**src/rtl/bc_adjust_if.sv**
```systemverilog
// Pixel stream bundle: qualifier plus 24-bit RGB, no backpressure.
interface bc_adjust_if;
   logic       valid;
   logic [7:0] r;
   logic [7:0] g;
   logic [7:0] b;

   modport master (output valid, r, g, b);
   modport slave  (input  valid, r, g, b);
endinterface

```
**src/rtl/bc_adjust.sv**
```systemverilog
// Brightness/contrast stage: frame-committed settings applied to an RGB stream
// through a 3-stage pipeline, one lane per colour channel.

// One colour channel: S1 centre+multiply, S2 shift+offset, S3 clamp/bypass.
module bc_lane (
   input  logic              clk,
   input  logic              rst,
   input  logic [7:0]        pix,
   input  logic [5:0]        gain,
   input  logic signed [7:0] offset,
   input  logic              bypass,
   output logic [7:0]        out
);
   logic signed [15:0] d, g, m, y;
   logic signed [15:0] m1, y2;
   logic signed [7:0]  off1;
   logic               byp1, byp2;
   logic [7:0]         raw1, raw2, clamped;

   // Datapath arithmetic; everything kept at 16 bits so no term can overflow.
   always_comb begin
      d = $signed({8'b0, pix}) - 16'sd128;
      g = $signed({10'b0, gain});
      m = d * g;
      y = (m1 >>> 4) + 16'sd128 + $signed({{8{off1[7]}}, off1});
      clamped = y2[7:0];
      if (y2 < 16'sd0)        clamped = 8'd0;
      else if (y2 > 16'sd255) clamped = 8'd255;
   end

   // Pipeline registers; settings and bypass ride along with the pixel from S1.
   always_ff @(posedge clk) begin
      if (rst) begin
         m1   <= '0;
         off1 <= '0;
         byp1 <= 1'b0;
         raw1 <= '0;
         y2   <= '0;
         byp2 <= 1'b0;
         raw2 <= '0;
         out  <= '0;
      end else begin
         m1   <= m;
         off1 <= offset;
         byp1 <= bypass;
         raw1 <= pix;
         y2   <= y;
         byp2 <= byp1;
         raw2 <= raw1;
         out  <= byp2 ? raw2 : clamped;
      end
   end
endmodule

module bc_adjust #(
   parameter int BSTEP    = 8,
   parameter int CSTEP    = 2,
   parameter int GAIN_RST = 16
) (
   input  logic              clk,
   input  logic              rst,
   input  logic              binc,
   input  logic              bdec,
   input  logic              cinc,
   input  logic              cdec,
   input  logic              frame_en,
   input  logic              bypass,
   bc_adjust_if.slave        pix_in,
   bc_adjust_if.master       pix_out,
   output logic [7:0]        bright_cur,
   output logic [5:0]        gain_cur
);
   localparam int NUM_LANES = 3;
   localparam int STAGES    = 3;

   logic signed [7:0]  bright_pend, bright_q, bright_nxt;
   logic [5:0]         gain_pend, gain_q, gain_nxt;
   logic signed [9:0]  b_sum;
   logic signed [7:0]  g_sum;
   logic [STAGES:1]    vld_pipe;
   logic [NUM_LANES-1:0][7:0] pix, res;

   // Pending-setting update with saturation; both pulses together cancel.
   always_comb begin
      b_sum = {{2{bright_pend[7]}}, bright_pend};
      if (binc && !bdec)      b_sum = b_sum + 10'(BSTEP);
      else if (bdec && !binc) b_sum = b_sum - 10'(BSTEP);
      bright_nxt = b_sum[7:0];
      if (b_sum > 10'sd127)        bright_nxt = 8'sh7f;
      else if (b_sum < -10'sd128)  bright_nxt = 8'sh80;

      g_sum = $signed({2'b00, gain_pend});
      if (cinc && !cdec)      g_sum = g_sum + 8'(CSTEP);
      else if (cdec && !cinc) g_sum = g_sum - 8'(CSTEP);
      gain_nxt = g_sum[5:0];
      if (g_sum < 8'sd0)       gain_nxt = 6'd0;
      else if (g_sum > 8'sd63) gain_nxt = 6'd63;
   end

   // Settings registers; commit copies the pre-update pending value so a pulse
   // coincident with frame_en waits for the next frame.
   always_ff @(posedge clk) begin
      if (rst) begin
         bright_pend <= '0;
         bright_q    <= '0;
         gain_pend   <= 6'(GAIN_RST);
         gain_q      <= 6'(GAIN_RST);
      end else begin
         bright_pend <= bright_nxt;
         gain_pend   <= gain_nxt;
         if (frame_en) begin
            bright_q <= bright_pend;
            gain_q   <= gain_pend;
         end
      end
   end

   // Valid travels alongside the data; reset flushes in-flight pixels.
   always_ff @(posedge clk) begin
      if (rst) vld_pipe <= '0;
      else     vld_pipe <= {vld_pipe[STAGES-1:1], pix_in.valid};
   end

   assign pix = {pix_in.r, pix_in.g, pix_in.b};

   for (genvar i = 0; i < NUM_LANES; i++) begin : g_lane
      bc_lane u_lane (
         .clk    (clk),
         .rst    (rst),
         .pix    (pix[i]),
         .gain   (gain_q),
         .offset (bright_q),
         .bypass (bypass),
         .out    (res[i])
      );
   end

   assign pix_out.valid = vld_pipe[STAGES];
   assign pix_out.r     = res[2];
   assign pix_out.g     = res[1];
   assign pix_out.b     = res[0];
   assign bright_cur    = bright_q;
   assign gain_cur      = gain_q;
endmodule

```
**src/flat_wrapper.sv**
```systemverilog
// flat-port wrapper written by rule: the top's interface ports become plain ports
module bc_adjust_flat 
#(
   parameter int BSTEP    = 8,
   parameter int CSTEP    = 2,
   parameter int GAIN_RST = 16
)
  (clk, rst, binc, bdec, cinc, cdec, frame_en, bypass, bright_cur, gain_cur, pix_in_valid, pix_in_r, pix_in_g, pix_in_b, pix_out_valid, pix_out_r, pix_out_g, pix_out_b);
  bc_adjust_if pix_in_i ();
  bc_adjust_if pix_out_i ();
  input  logic clk;
  input  logic rst;
  input  logic binc;
  input  logic bdec;
  input  logic cinc;
  input  logic cdec;
  input  logic frame_en;
  input  logic bypass;
  output logic [7:0] bright_cur;
  output logic [5:0] gain_cur;
  input wire logic [$bits(pix_in_i.valid)-1:0] pix_in_valid;
  input wire logic [$bits(pix_in_i.r)-1:0] pix_in_r;
  input wire logic [$bits(pix_in_i.g)-1:0] pix_in_g;
  input wire logic [$bits(pix_in_i.b)-1:0] pix_in_b;
  output wire logic [$bits(pix_out_i.valid)-1:0] pix_out_valid;
  output wire logic [$bits(pix_out_i.r)-1:0] pix_out_r;
  output wire logic [$bits(pix_out_i.g)-1:0] pix_out_g;
  output wire logic [$bits(pix_out_i.b)-1:0] pix_out_b;
  assign pix_in_i.valid = pix_in_valid;
  assign pix_in_i.r = pix_in_r;
  assign pix_in_i.g = pix_in_g;
  assign pix_in_i.b = pix_in_b;
  assign pix_out_valid = pix_out_i.valid;
  assign pix_out_r = pix_out_i.r;
  assign pix_out_g = pix_out_i.g;
  assign pix_out_b = pix_out_i.b;
  bc_adjust #(.BSTEP(BSTEP), .CSTEP(CSTEP), .GAIN_RST(GAIN_RST)) u_core (.clk(clk), .rst(rst), .binc(binc), .bdec(bdec), .cinc(cinc), .cdec(cdec), .frame_en(frame_en), .bypass(bypass), .pix_in(pix_in_i), .pix_out(pix_out_i), .bright_cur(bright_cur), .gain_cur(gain_cur));
endmodule
```
**config.mk**
```make
export PLATFORM = sky130hd
export DESIGN_NAME = bc_adjust_flat
export DESIGN_NICKNAME = d
export VERILOG_FILES = /design/src/rtl/bc_adjust_if.sv /design/src/rtl/bc_adjust.sv /design/src/flat_wrapper.sv
export SDC_FILE = /design/constraint.sdc
export NUM_CORES = 1
export LEC_CHECK = 0
export CAP_MARGIN = 10
export CORE_MARGIN = 2
export CORE_UTILIZATION = 60
export CTS_CLUSTER_DIAMETER = 100
export DETAILED_ROUTE_END_ITERATION = 10
export PLACE_DENSITY = 0.9
export SLEW_MARGIN = 20
export SYNTH_ARGS = -nofsm -noshare
export SYNTH_HDL_FRONTEND = slang
export SYNTH_SLANG_ARGS = --single-unit
```
**constraint.sdc**
```tcl
create_clock -name clk -period 9.3 [get_ports clk]
set_clock_uncertainty 0.05 [all_clocks]
set_input_delay 0.93 -clock clk [delete_from_list [all_inputs] [get_ports clk]]
set_output_delay 0.93 -clock clk [all_outputs]
set_load 0.05 [all_outputs]
```
After elaboration in Yosys (flattened, before gate mapping)
Index checks and enable logic that the tools add are counted.

$mul: 3. Order comparisons: 10. $add $sub $neg: 13. Reduce and logical (&&, ||, !) cells: 10. Mux-type cells: 17.

Operators by type and width (count): $mux 8 (12); $gt 16x9->1 const B (3); $lt 16x1->1 const B (3); $mul 16x7->16 (3); $add 13x8->14 (3); $add 12x9->13 const B (3); $sub 8x8->9 const B (3); $mux 10 (2); $gt 10x8->1 const B (1); $lt 10x8->1 const B (1); $add 8x5->9 const B (1); $sub 8x5->9 const B (1); $gt 8x7->1 const B (1); $lt 8x1->1 const B (1); $add 6x2->7 const B (1); $mux 7 (1); $sub 6x2->7 const B (1); $mux 6 (1); $mux 5 (1); $logic_and 1x1->1 (4); $logic_not 1->1 (4); $reduce_or 2->1 (2).

Input bits: 33. Word-level logic and storage cells: 78. Register bits after elaboration: 209.

Logic depth before layout (Yosys ltp)
Depth after elaboration: 7. Mapped depth: 17. Gate-level depth less buffers: 17.

Cells and area by module
Synthesis repeated with hierarchy kept, for this count alone.

Cells, all modules: 1581. Area, all modules: 14602.8 sq um.

Modules (own cells, without submodules): bc_lane (u_core.g_lane[2].u_lane) (area an instance 4518.1 sq um, times used 1, cells each 496); bc_lane (u_core.g_lane[0].u_lane) (area an instance 4430.5 sq um, times used 1, cells each 481); bc_lane (u_core.g_lane[1].u_lane) (area an instance 4260.3 sq um, times used 1, cells each 448); bc_adjust (area an instance 1393.8 sq um, times used 1, cells each 156).

Least setup slack after synthesis
No wires, ideal clock.

Path kind: input port to flip-flop. Start: input port pix_in_r[7]. End: register u_core.g_lane[2].u_lane.m1[14]. Path buffers: 0. Library setup time: 0.121 ns. Data arrival time: 4.779 ns. Data required time: 9.129 ns. Path slack: 4.350 ns. Stages: 14. Path through: nor2b_1 fa_1 fa_1 fa_1 inv_1 fa_1 inv_1 ha_1 a21o_1 a21o_1 a41oi_1 o41ai_4 a21oi_2 mux2_4.

Cells in the longest elaborated chain, start to end: 2.

Ends and longest elaborated chain: from (decl) (RTL line flat_wrapper.sv:22) `input wire logic [$bits(pix_in_i.r)-1:0] pix_in_r;`; $sub 8x8->9 (RTL line bc_adjust.sv:22) `d = $signed({8'b0, pix}) - 16'sd128;`; $mul 16x7->16 (RTL line bc_adjust.sv:24) `m = d * g;`; to (signal assigned) (RTL line bc_adjust.sv:43) `m1 <= m;`; to (decl) (RTL line bc_adjust.sv:15) `logic signed [15:0] m1, y2;`.

No other way between the ends. A chain may end at the register's enable or synchronous reset.

Worst setup path after layout
Start: register u_core.gain_q[1] (netlist: u_core.gain_cur[1]). End: register u_core.g_lane[2].u_lane.m1[14].

Cells in the longest elaborated chain, start to end: 1.

Ends and longest elaborated chain: from (decl) (RTL line bc_adjust.sv:77) `logic [5:0] gain_pend, gain_q, gain_nxt;`; from (signal assigned) (RTL line bc_adjust.sv:107) `gain_q <= 6'(GAIN_RST);`; from (signal assigned) (RTL line bc_adjust.sv:113) `gain_q <= gain_pend;`; $mul 16x7->16 (RTL line bc_adjust.sv:24).

No other way between the ends.

==> out/results.ini <==
[final_layout]
drive_above_1_share_pct=3.889
final_area_um2=15010
diodes=0
area_delta_synth_final_pct=11.74
nets=1812

[synth]
yosysMostFrequentCell=dfxtp_1
ys_ff_latch=185
yosys-top-cells-area=dfxtp_1 28%, ha_1 16%, fa_1 15%, and2_1 5.4%, inv_1 4.9%
async_reset_ff_share_pct=0
synthCells=1453
synth_edf_count=0
synth_top_area_share_pct=27.56
synth_top_cell_by_area=dfxtp_1
syn_nets=1761
synth_ff_type=dfxtp_1
syn-cell-area_um2=13440
syn_avg_cell_area_um2=9.248
yosys-top-cells-count=185 x dfxtp_1, 174 x inv_1, 171 x ha_1, 127 x nor2_1, 117 x and2_1
yosysWarnings=0
synth_cell_type_count=65
yosysSeqAreaShare_pct=27.56

[place]
place_congestion=0.8936
dpl.hpwl_um=21350
placed_area_um2=14360
numPortBuffers=71

[cts]
cts_setup_buffers=0
clk-insertion-delay-late_ns=0.44
clkSinkCount=185
cts_tree=done
path_clk_slew_ns=0.08
ctsResizeCount=0
cts_buffers=17
h-tree-depth=4
postCtsHoldBufs=0
cts_root_buffer=clkbuf_16
clockBufferDepth=2

[route]
drc=0
firstDrtPassIters=5
wirelength_um=29770
first_iter_violations=571
dr_total_vias=10210
drt-vias-per-instance=5.682
route.antenna.remaining_nets=0
wl_per_cell_um=16.57

[global_route]
grtUsageTotal_pct=25.93
antenna_found_initial=1
overflow=0
grt_max_degree=73
grt_pass1_vias=10390
grt_first_pass_wirelength_um=50020

[timing]
fin_crit_ns=5.425
worstMarginPinSlew_ns=1.019
max-slew-margin-rel_pct=31.95
fmax_ghz=0.1843
finalHoldViolations=0
period_share_pct=58.33
finalSetupViolations=0
setup_tns_ns=0
rsz0062_at_grt=no
slew_viol_final=0

[worst_hold_path]
min_path_type=flop to flop
min_from=u_core.g_lane[2].u_lane.raw1[1]

[critical_path]
critPathCaptureType=flop
worstPathArrival_ns=5.70
critPathMaxFanout=14
startpoint_type=flop
r2r_start=u_core.gain_cur[1]
crit_required_ns=9.58
critPathLaunch=u_core.gain_cur[1]
critPathKind=flop to flop

[floorplanning]
initial_utilization_pct=61.38
rows=54
die_area_um2=23610
die_w_um=153.6
die_y_um=153.6
io_pins=72
core_um2=21890

[power]
power_density_nw_per_um2=174.7
ir_drop_v=0.0001382
p_leak_nw=7.410

[job]
drv_cap=0

[status]
status=finished clean

-- per-stage QoR --
step / worst slack [ns] / cells / hold WS (ns) / util [%] / power [mW]
3_5_place_dp: 3.508 / 1765 / 0.3718 / 65.60 / 1.851
4_1_cts: 3.892 / 1797 / 0.3890 / 68.58 / 2.626
6_report: 3.875 / 1797 / 0.3876 / 68.59 / 2.624
5_1_grt: 3.642 / 1797 / 0.4051 / 68.59 / 2.772
2_1_floorplan: 4.350 / 1453 / 0.3638 / - / 1.623
3_3_place_gp: 3.728 / 1765 / 0.3666 / 65.60 / 1.805
-- logic make-up after synthesis --
group                    synth area share, %
AND/OR/NAND/NOR                        19.74
adder cells (fa/ha/maj)                31.42
buffers and inverters                  6.230
AO/OA/AOI/OAI                          9.833
flip-flops                             27.56
XOR/XNOR                               3.911
multiplexers                           1.304
-- critical path, stage by stage, from the launching register on --
cell     delay [ns]
dfxtp_1        0.71
buf_4          0.36
nor2b_1        0.37
fa_1           0.48
fa_1           0.48
fa_1           0.54
inv_1          0.05
fa_1           0.52
inv_1          0.05
ha_1           0.37
a21o_1         0.19
a21o_1         0.20
a41oi_1        0.31
o41ai_4        0.17
a21oi_2        0.18
mux2_4         0.30
-- placed cells by master, fill, tap and decap left out, types with 32 or more instances in the layout --
cell type / count
a21oi_1: 60
ha_1: 171
fa_1: 104
nand2_1: 37
clkdlybuf4s50_1: 70
and2_1: 117
nor3_1: 62
xnor2_1: 32
nor2_1: 127
dfxtp_1: 183
inv_1: 174
nor2b_1: 81
-- registers in the layout, summed over array words and instances (netlist names) --
signal / flops
u_core.g_lane.u_lane.byp2: 1
u_core.g_lane.u_lane.off1: 6
u_core.g_lane.u_lane.y2: 42
u_core.g_lane.u_lane.raw2: 24
u_core.gain_cur: 6
u_core.gain_pend: 6
u_core.vld_pipe: 3
u_core.bright_pend: 6
u_core.g_lane.u_lane.byp1: 1
u_core.bright_cur: 6
u_core.g_lane.u_lane.raw1: 24
u_core.g_lane.u_lane.out: 24
u_core.g_lane.u_lane.m1: 36
-- cell type report --
type	count	area, um^2
Clock buffer	17	425.4
Clock inverter	15	226.5
Fill cell	1595	6877
Inverter	175	656.9
Multi-Input combinational cell	1048	8896
Sequential cell	185	3706
Tap cell	280	350.3
Timing Repair Buffer	77	753.2
-- routing by layer --
metal  track usage (%)  vias up  part of all wire (%)
met3             3.354       81                   5.1
met5                 0        -                     0
met1             33.67     4930                    43
met2             43.68      326                    48
met4             11.14        0                   3.7
li1                  -     4873                     -
-- power breakdown --
group	internal [mW]	switching, mW
sequential	0.900	0.0672
clock	0.380	0.381
combinational	0.355	0.540
total	1.64	0.988
-- worst paths after layout --
check / end / slack [ns] / cells past startpoint
setup reg to reg: u_core.g_lane[2].u_lane.m1[14] / 3.88 / 15
hold reg to reg: u_core.g_lane[2].u_lane.raw2[1] / 0.39 / 1
hold / removal: u_core.g_lane[2].u_lane.raw2[1] / 0.39 / 1
setup / recovery: u_core.g_lane[2].u_lane.m1[14] / 3.88 / 15
(Power assumes the default switching activity.)
